**config.mk**
```make
export PLATFORM = sky130hd
export DESIGN_NAME = new_usb_phy_rx
export DESIGN_NICKNAME = d
export VERILOG_FILES = /design/src/rtl/new_usb_ohci_pkg.sv /design/src/rtl/new_usb_rx_sampler.sv /design/src/rtl/new_usb_phy_rx.sv
export SDC_FILE = /design/constraint.sdc
export NUM_CORES = 1
export LEC_CHECK = 0
export BUFFER_PORTS_ARGS = -buffer_cell sky130_fd_sc_hd__buf_4
export CELL_PAD_IN_SITES_DETAIL_PLACEMENT = 1
export CELL_PAD_IN_SITES_GLOBAL_PLACEMENT = 1
export CORE_MARGIN = 1.5
export CORE_UTILIZATION = 39
export CTS_CLUSTER_SIZE = 12
export DETAILED_ROUTE_END_ITERATION = 7
export PLACE_DENSITY = 0.75
export SLEW_MARGIN = 15
export SYNTH_ARGS = -nofsm -noshare
export SYNTH_HDL_FRONTEND = slang
export SYNTH_SLANG_ARGS = --single-unit
```
**constraint.sdc**
```tcl
create_clock -name phy_clk_i -period 2.6 [get_ports phy_clk_i]
set_clock_uncertainty 0.1 [all_clocks]
set_input_delay 0.52 -clock phy_clk_i [delete_from_list [all_inputs] [get_ports phy_clk_i]]
set_output_delay 0.52 -clock phy_clk_i [all_outputs]
set_load 0.01 [all_outputs]
```
**src/rtl/new_usb_ohci_pkg.sv**
```systemverilog
// Shared types for the OHCI root-port PHY: USB line states, receive error codes
// and the receiver FSM encoding.
package new_usb_ohci_pkg;

  typedef enum logic [1:0] {LS_SE0, LS_J, LS_K, LS_SE1} usb_line_e;

  typedef enum logic [1:0] {RX_OK, RX_STUFF, RX_ALIGN, RX_SE1} rx_err_e;

  typedef enum logic [2:0] {
    RXS_IDLE,
    RXS_SYNC,
    RXS_DATA,
    RXS_EOP,
    RXS_ERR
  } rx_state_e;

  localparam int unsigned UsbStuffLimit = 6;

  // Map raw {dp, dm} pin levels onto a line state.
  function automatic usb_line_e line_decode(input logic [1:0] dpdm);
    usb_line_e ls;
    unique case (dpdm)
      2'b00:   ls = LS_SE0;
      2'b10:   ls = LS_J;
      2'b01:   ls = LS_K;
      default: ls = LS_SE1;
    endcase
    return ls;
  endfunction

endpackage

```
**src/rtl/new_usb_rx_sampler.sv**
```systemverilog
// Line-side front end: two-flop synchronizer on D+/D- and a bit-phase counter
// that re-centres on every line transition and strobes mid-bit.
module new_usb_rx_sampler
  import new_usb_ohci_pkg::*;
#(
  parameter int unsigned OversampleRate = 4
) (
  input  logic      phy_clk_i,
  input  logic      phy_rst_i,
  input  logic      phy_dp_i,
  input  logic      phy_dm_i,
  output usb_line_e line_o,
  output logic      strobe_o
);

  localparam int unsigned PhaseW = $clog2(OversampleRate);
  localparam logic [PhaseW-1:0] PhaseMax = PhaseW'(OversampleRate - 1);
  localparam logic [PhaseW-1:0] PhaseMid = PhaseW'(OversampleRate / 2);

  logic [1:0]        meta_q;
  usb_line_e         line_q;
  logic [PhaseW-1:0] phase_q;
  logic [PhaseW-1:0] phase_d;
  logic              strobe_q;

  // Phase restarts when the second stage is about to take a new line state,
  // so phase 0 always coincides with the first cycle of a new level.
  always_comb begin
    phase_d = (phase_q == PhaseMax) ? '0 : phase_q + PhaseW'(1);
    if (line_decode(meta_q) != line_q) begin
      phase_d = '0;
    end
  end

  always_ff @(posedge phy_clk_i) begin
    if (phy_rst_i) begin
      meta_q   <= 2'b10;
      line_q   <= LS_J;
      phase_q  <= '0;
      strobe_q <= 1'b0;
    end else begin
      meta_q   <= {phy_dp_i, phy_dm_i};
      line_q   <= line_decode(meta_q);
      phase_q  <= phase_d;
      strobe_q <= (phase_d == PhaseMid);
    end
  end

  assign line_o   = line_q;
  assign strobe_o = strobe_q;

endmodule

```
**src/rtl/new_usb_phy_rx.sv**
```systemverilog
// Full-speed USB receive front end: SYNC detect, NRZI decode, destuffing,
// LSB-first byte assembly, EOP detection and error reporting.
module new_usb_phy_rx
  import new_usb_ohci_pkg::*;
#(
  parameter int unsigned OversampleRate = 4,
  parameter int unsigned SyncZeros      = 3
) (
  input  logic       phy_clk_i,
  input  logic       phy_rst_i,
  input  logic       rx_en_i,
  input  logic       phy_dp_i,
  input  logic       phy_dm_i,
  output logic       rx_active_o,
  output logic [7:0] rx_data_o,
  output logic       rx_valid_o,
  output logic       rx_eop_o,
  output rx_err_e    rx_err_o
);

  localparam int unsigned ZeroW = $clog2(SyncZeros + 1);
  localparam logic [ZeroW-1:0] ZeroSat    = ZeroW'(SyncZeros);
  localparam logic [2:0]       StuffLimit = 3'(UsbStuffLimit);

  usb_line_e line_s;
  logic      strobe_s;

  new_usb_rx_sampler #(
    .OversampleRate(OversampleRate)
  ) u_sampler (
    .phy_clk_i (phy_clk_i),
    .phy_rst_i (phy_rst_i),
    .phy_dp_i  (phy_dp_i),
    .phy_dm_i  (phy_dm_i),
    .line_o    (line_s),
    .strobe_o  (strobe_s)
  );

  rx_state_e        state_q, state_d;
  usb_line_e        prev_q, prev_d;
  logic [ZeroW-1:0] zero_q, zero_d;
  logic [2:0]       ones_q, ones_d;
  logic [2:0]       bitc_q, bitc_d;
  logic [7:0]       shift_q, shift_d;
  logic             align_q, align_d;
  logic             jseen_q, jseen_d;
  logic             active_q, active_d;
  logic [7:0]       data_q, data_d;
  logic             valid_q, valid_d;
  logic             eop_q, eop_d;
  rx_err_e          err_q, err_d;

  logic       nrzi_bit;
  logic       enter_err;
  rx_err_e    err_code;
  logic [7:0] shift_in;

  // NRZI: no transition between samples is a 1.
  assign nrzi_bit = (line_s == prev_q);
  assign shift_in = {nrzi_bit, shift_q[7:1]};

  always_comb begin
    state_d   = state_q;
    prev_d    = prev_q;
    zero_d    = zero_q;
    ones_d    = ones_q;
    bitc_d    = bitc_q;
    shift_d   = shift_q;
    align_d   = align_q;
    jseen_d   = jseen_q;
    active_d  = active_q;
    data_d    = data_q;
    valid_d   = 1'b0;
    eop_d     = 1'b0;
    err_d     = RX_OK;
    enter_err = 1'b0;
    err_code  = RX_OK;

    if (strobe_s) begin
      unique case (state_q)
        RXS_IDLE: begin
          if (line_s == LS_K) begin
            state_d = RXS_SYNC;
            zero_d  = ZeroW'(1);
            prev_d  = LS_K;
          end
        end
        RXS_SYNC: begin
          if (line_s == LS_J || line_s == LS_K) begin
            prev_d = line_s;
            if (!nrzi_bit) begin
              if (zero_q < ZeroSat) zero_d = zero_q + ZeroW'(1);
            end else if (zero_q >= ZeroSat) begin
              state_d  = RXS_DATA;
              active_d = 1'b1;
              ones_d   = 3'd1;
              bitc_d   = 3'd0;
              align_d  = 1'b0;
            end else begin
              state_d = RXS_IDLE;
            end
          end else begin
            state_d = RXS_IDLE;
          end
        end
        RXS_DATA: begin
          case (line_s)
            LS_SE0: begin
              state_d = RXS_EOP;
              align_d = (bitc_q != 3'd0);
            end
            LS_SE1: begin
              enter_err = 1'b1;
              err_code  = RX_SE1;
            end
            default: begin
              prev_d = line_s;
              if (ones_q == StuffLimit) begin
                if (nrzi_bit) begin
                  enter_err = 1'b1;
                  err_code  = RX_STUFF;
                end else begin
                  ones_d = 3'd0;
                end
              end else begin
                ones_d  = nrzi_bit ? ones_q + 3'd1 : 3'd0;
                shift_d = shift_in;
                bitc_d  = bitc_q + 3'd1;
                if (bitc_q == 3'd7) begin
                  data_d  = shift_in;
                  valid_d = 1'b1;
                end
              end
            end
          endcase
        end
        RXS_EOP: begin
          case (line_s)
            LS_SE0: ;
            LS_J: begin
              state_d  = RXS_IDLE;
              eop_d    = 1'b1;
              err_d    = align_q ? RX_ALIGN : RX_OK;
              active_d = 1'b0;
            end
            LS_K: begin
              enter_err = 1'b1;
              err_code  = RX_ALIGN;
            end
            default: begin
              enter_err = 1'b1;
              err_code  = RX_SE1;
            end
          endcase
        end
        RXS_ERR: begin
          // Two consecutive J samples mark the bus as idle again.
          if (line_s == LS_J) begin
            jseen_d = 1'b1;
            if (jseen_q) begin
              state_d = RXS_IDLE;
              jseen_d = 1'b0;
            end
          end else begin
            jseen_d = 1'b0;
          end
        end
        default: state_d = RXS_IDLE;
      endcase
    end

    if (enter_err) begin
      state_d  = RXS_ERR;
      eop_d    = 1'b1;
      err_d    = err_code;
      active_d = 1'b0;
      jseen_d  = 1'b0;
    end

    // Disabling the receiver abandons any packet without reporting it.
    if (!rx_en_i) begin
      state_d  = RXS_IDLE;
      zero_d   = '0;
      ones_d   = 3'd0;
      bitc_d   = 3'd0;
      shift_d  = 8'd0;
      align_d  = 1'b0;
      jseen_d  = 1'b0;
      active_d = 1'b0;
      valid_d  = 1'b0;
      eop_d    = 1'b0;
      err_d    = RX_OK;
    end
  end

  always_ff @(posedge phy_clk_i) begin
    if (phy_rst_i) begin
      state_q  <= RXS_IDLE;
      prev_q   <= LS_J;
      zero_q   <= '0;
      ones_q   <= 3'd0;
      bitc_q   <= 3'd0;
      shift_q  <= 8'd0;
      align_q  <= 1'b0;
      jseen_q  <= 1'b0;
      active_q <= 1'b0;
      data_q   <= 8'd0;
      valid_q  <= 1'b0;
      eop_q    <= 1'b0;
      err_q    <= RX_OK;
    end else begin
      state_q  <= state_d;
      prev_q   <= prev_d;
      zero_q   <= zero_d;
      ones_q   <= ones_d;
      bitc_q   <= bitc_d;
      shift_q  <= shift_d;
      align_q  <= align_d;
      jseen_q  <= jseen_d;
      active_q <= active_d;
      data_q   <= data_d;
      valid_q  <= valid_d;
      eop_q    <= eop_d;
      err_q    <= err_d;
    end
  end

  assign rx_active_o = active_q;
  assign rx_data_o   = data_q;
  assign rx_valid_o  = valid_q;
  assign rx_eop_o    = eop_q;
  assign rx_err_o    = err_q;

endmodule

```
==> qor.csv, run 1 <==
metric;value;unit
synth_compound_area_share;13.0;%
synthMuxAreaShare;8.77;%
cts-root-buf;clkbuf_8;
syn_area;2170;um^2
synth_nets;254;
synthAdderAreaFrac;6.92;%
p_leak;0.980;nW
grt_pass1_wl;8580;um
min_period_over_period;91.3;%
post-route-min-period;2.37;ns
synth-simple-area-share;26.2;%
synth_edf_count;0;
clk_pin_slew;0.08;ns
rrSetupSlack;0.23;ns
die_w;77.6;um
worst_slack;0.226;ns
num_antenna_cells;0;
cts_tree;done;
stdcell_area;2480;um^2
cp-startpoint;u_sampler.line_o[0];
insertion_delay;0.30;ns
final_util;47.3;%
ys_seq_area_share;38.8;%
final_cell_mix;dfxtp_1, nor2_1, buf_4;
place_area;2390;um^2
drtAntennaViolNets;0;
core.rowCount;26;
stdcell_count;329;
first_global_vias;1778;
track_usage;18.0;%
synth.yosys.warnings;0;
maxSlewHeadroom;63.1;%
cts_resized;0;
max_freq;421;MHz
slew_violations;0;
finalPower;1.15;mW
critPathMaxFanout;10;
post-cts-setup-buffer-count;0;
synth_ff_type;dfxtp_1;
cts_max_level;2;
drive_gt1_share;18.5;%
ir_worst_vdd;0.000289;V
path_class;flop to flop;
fin_setup_tns;0;ns
p_per_area;463;nW/um^2
syn_inst;237;
hold_buffers;0;
core_area;5240;um^2
outcome;completed;
synth_top_family_by_area;simple AND/OR/NAND/NOR gates;
cp.arrival;2.46;ns
async_flop_share;0;%
place_ws;0.239;ns
initial_core_util;41.4;%
drtIter0Drc;123;
dieHeight;77.6;um
place.gp.congestion;0.847;
drv_cap;0;
startpoint_type;flop;
ys_ff_latch;42;
crit_required;2.69;ns
dp_cells;321;
ios;18;
end_kind;flop;
final-hold-violation-count;0;
synth_xor_area_share;2.02;%
wl_per_cell;15.2;um
finalNetCount;275;
layout_commonest_cell;dfxtp_1;
grt-ovfl-total;0;
grt_setup_unrepaired;false;
holdWs;0.303;ns
tightest_slew;0.550;ns
die_area;6020;um^2
rr_startpoint;u_sampler.line_o[0];
viasPerCell;5.32;
setup_violations;0;
min_from;phy_dp_i;
place_hpwl;3800;um
hold_path_class;input pin to flop;
vias;1749;
ys_types;57;
numCtsBuffers;5;
avgSynthCellArea;9.15;um^2
drt_wl_total;5010;um
areaGrowthSynthToFinish;14.2;%
ctsLongestPathBuffers;2;
antenna_found_initial;0;
firstDrtPassIters;4;
grt_max_degree;18;
port_buffers;17;
drc;0;
cts_sinks;42;
[where the power goes]
group	switching, mW	internal, mW
registers	0.00436	0.648
logic	0.0391	0.0228
clock network	0.241	0.192
total	0.284	0.863
[logic make-up after synthesis]
logic type	count (synthesis)
multiplexers	19
flip-flops	42
AND/OR/NAND/NOR	101
XOR/XNOR	5
AO/OA/AOI/OAI	39
buffers and inverters	19
adder cells (fa/ha/maj)	12
[final timing paths]
kind / end / cells after the start
worst min register to register: u_sampler.phase_q[0] / 1
worst max register to register: zero_q[1] / 7
worst max-delay path: zero_q[1] / 7
worst min-delay path: u_sampler.meta_q[1] / 2
[cells in the mapped netlist (all sizes together) (2+ instances only)]
library cell,n,area (um^2)
nand2b,8,60.1
clkbuf,3,11.3
a21oi,10,50.1
nor4,2,18.8
o211ai,2,15.0
a31oi,3,18.8
inv,7,26.3
nor2,35,139
xor2,4,35.0
mux2i,19,190
nor3b,7,63.8
or4,3,22.5
buf,9,55.0
nand4,3,18.8
o21ai,8,40.0
nand3,6,30.0
nand2,16,67.6
ha,12,150
a211oi,4,40.0
and2,2,15.0
dfxtp,42,841
nor2b,4,25.0
o32ai,2,32.5
nor3,3,15.0
or2,3,18.8
and2b,2,15.0
[per-layer routing]
layer	part of all wire, %	track usage [%]
met5	0	0
met4	1.6	5.27
met3	2.5	3.18
met2	47	29.4
met1	49	24.1
[cell type report]
| type | instances | area, um^2 |
|---|---|---|
| fill | 628 | 2760 |
| multi-input combinational | 176 | 1240 |
| sequential | 42 | 841 |
| timing repair buffer | 26 | 195 |
| tap | 70 | 87.6 |
| clock buffer | 5 | 68.8 |
| inverter | 7 | 26.3 |
| clock inverter | 3 | 23.8 |
[flip-flops by register name (all words and copies together), names as in the netlist]
register	flops
u_sampler.phase_q	2
jseen_q	1
shift_q	7
prev_q	2
u_sampler.line_o	2
state_q	3
bitc_q	3
u_sampler.strobe_o	1
ones_q	3
u_sampler.meta_q	2
rx_eop_o	1
align_q	1
rx_valid_o	1
rx_active_o	1
rx_data_o	8
rx_err_o	2
zero_q	2
[worst max-delay path, cell delays in order (launching register included)]
cell,delay (ns)
dfxtp_1,0.49
inv_1,0.11
ha_1,0.51
nand2b_4,0.08
or4b_1,0.52
o32ai_2,0.19
mux2i_1,0.22
nor2_1,0.05
No activity file was read; power rests on OpenSTA's default activity.
==> run 2: changes to the inputs <==
==> constraint.sdc (replaced) <==
create_clock -name phy_clk_i -period 2.2 [get_ports phy_clk_i]
set_clock_uncertainty 0.1 [all_clocks]
set_input_delay 0.44 -clock phy_clk_i [delete_from_list [all_inputs] [get_ports phy_clk_i]]
set_output_delay 0.44 -clock phy_clk_i [all_outputs]
set_load 0.01 [all_outputs]
==> run 2 against run 1 <==
  * Core utilization up 0.60 points
  * Largest cell class unchanged
  * Setup slack worse by 0.0041 ns
  * Count of clock-buffer cells in the layout unchanged
  * Highest routed layer unchanged
==> qor.csv, run 2 (same netlist as run 1, synthesis figures left out) <==
metric;value;unit;change
cts_sinks;42;;unchanged
crit_path_end;prev_q[0];;was zero_q[1]
dieHeight;77.6;um;unchanged
core_area;5240;um^2;unchanged
place.gp.congestion;0.884;;was 0.847
port_buffers;17;;unchanged
r2r_cells;8;;was 7
p_per_area;546;nW/um^2;was 463 nW/um^2
drc;0;;unchanged
maxSlewHeadroom;69.0;%;was 63.1%
drive_gt1_share;19.8;%;was 18.5%
post-route-min-period;1.98;ns;was 2.37 ns
pwr-share-comb;5.5;%;was 5.4%
r2r_end;prev_q[0];;was zero_q[1]
final-hold-violation-count;0;;unchanged
final_util;47.9;%;was 47.3%
track_usage;18.7;%;was 18.0%
initial_core_util;41.4;%;unchanged
drt_wl_total;5030;um;was 5010 um
clockPowerShare;38.3;%;was 37.7%
die_area;6020;um^2;unchanged
finalPower;1.37;mW;was 1.15 mW
cp-startpoint;u_sampler.line_o[0];;unchanged
first_global_vias;1786;;was 1778
cp.arrival;2.08;ns;was 2.46 ns
vias;1760;;was 1749
crit_required;2.30;ns;was 2.69 ns
num_antenna_cells;0;;unchanged
drv_cap;0;;unchanged
clk_pin_slew;0.09;ns;was 0.08 ns
slew_violations;0;;unchanged
internal-power;1.02;mW;was 863 uW
finalNetCount;279;;was 275
critPathMaxFanout;9;;was 10
grt_setup_unrepaired;false;;unchanged
cts-root-buf;clkbuf_8;;unchanged
max_freq;505;MHz;was 421 MHz
firstDrtPassIters;4;;unchanged
end_kind;flop;;unchanged
startpoint_type;flop;;unchanged
largest_reg_flops;8;;unchanged
tightest_slew;0.461;ns;was 0.550 ns
core.rowCount;26;;unchanged
viasPerCell;5.29;;was 5.32
final_cell_mix;dfxtp_1, nor2_1, buf_4;;unchanged
numCtsBuffers;5;;unchanged
antenna_found_initial;0;;unchanged
outcome;completed;;unchanged
cts_max_level;2;;unchanged
hold_buffers;0;;unchanged
areaGrowthSynthToFinish;15.7;%;was 14.2%
rr_startpoint;u_sampler.line_o[0];;unchanged
ios;18;;unchanged
grt_pass1_wl;8770;um;was 8580 um
cts_tree;done;;unchanged
path_class;flop to flop;;unchanged
sw_frac_of_total;25.2;%;was 24.8%
post-cts-setup-buffer-count;0;;unchanged
wl_per_cell;15.1;um;was 15.2 um
drtIter0Drc;94;;was 123
dp_cells;325;;was 321
grt_max_degree;18;;unchanged
p_leak;1.00;nW;was 0.980 nW
hold_path_class;input pin to flop;;unchanged
min_period_over_period;89.9;%;was 91.3%
p_sw;346;uW;was 284 uW
p_seq_share;56.2;%;was 56.9%
die_w;77.6;um;unchanged
drtAntennaViolNets;0;;unchanged
fin_setup_tns;0;ns;unchanged
fillers;628;;unchanged
grt-ovfl-total;0;;unchanged
rrSetupSlack;0.22;ns;was 0.23 ns
stdcell_count;333;;was 329
layout_commonest_cell;dfxtp_1;;unchanged
ir_worst_vdd;0.000361;V;was 0.000289 V
ctsLongestPathBuffers;2;;unchanged
cts_resized;0;;unchanged
setup_violations;0;;unchanged
holdWs;0.219;ns;was 0.303 ns
insertion_delay;0.30;ns;about the same
place_hpwl;3870;um;was 3800 um
-- run 2: cell count changes in the layout (fill, tap and decap cells not counted) --
cell	change
buf_4	+4
clkinvlp_4	-1
clkinv_4	+1
-- run 2: worst min path at each step --
stage,start,endpoint,slack (ns),cells after the start
2_1_floorplan,u_sampler.phase_q[0],u_sampler.phase_q[0],0.33,1
3_3_place_gp,u_sampler.phase_q[0],u_sampler.phase_q[0],0.34,1
3_5_place_dp,u_sampler.phase_q[0],u_sampler.phase_q[0],0.35,1
4_1_cts,phy_dp_i,u_sampler.meta_q[1],0.21,2
5_1_grt,phy_dp_i,u_sampler.meta_q[1],0.21,2
6_report,phy_dp_i,u_sampler.meta_q[1],0.22,2
-- run 2: area by class of cell --
| class | instances | area [um^2] | area share [%] |
|---|---|---|---|
| clock buffers | 5 | 68.8 | 2.74 |
| well taps | 70 | 87.6 | 3.49 |
| repair buffers | 30 | 225 | 8.97 |
| multi-input cells | 176 | 1240 | 49.3 |
| flip-flops and latches | 42 | 841 | 33.5 |
| clock inverters | 3 | 25.0 | 0.997 |
| inverters | 7 | 26.3 | 1.05 |
-- run 2: critical path, stage by stage (launching register included) --
cell     delay (ns)
dfxtp_1        0.34
inv_1          0.06
ha_1           0.34
buf_4          0.19
nand2_1        0.07
nand2_1        0.04
o21ai_0        0.38
nor2_1         0.10
a211o_1        0.27
-- run 2: power groups by stage --
stage | clock (mW) | combinational, mW | sequential, mW
floorplan | 0 | 0.0452 | 0.789
global placement | 0 | 0.0746 | 0.787
detailed placement | 0 | 0.0765 | 0.788
CTS | 0.545 | 0.0769 | 0.770
global route | 0.578 | 0.0854 | 0.771
finish | 0.525 | 0.0758 | 0.770
-- run 2: metrics by stage --
step | area [um^2] | setup slack, ns
2_1_floorplan | 2170 | 0.0412
3_3_place_gp | 2420 | 0.271
3_5_place_dp | 2420 | 0.218
4_1_cts | 2510 | 0.197
5_1_grt | 2510 | 0.0898
6_report | 2510 | 0.222
-- run 2: layer usage --
metal	track usage (%)	up-vias	wire length [um]
li1	-	880	-
met2	30.3	21	2380
met3	4.35	8	128
met4	6.00	0	75
met5	0	-	0
met1	24.3	851	2450
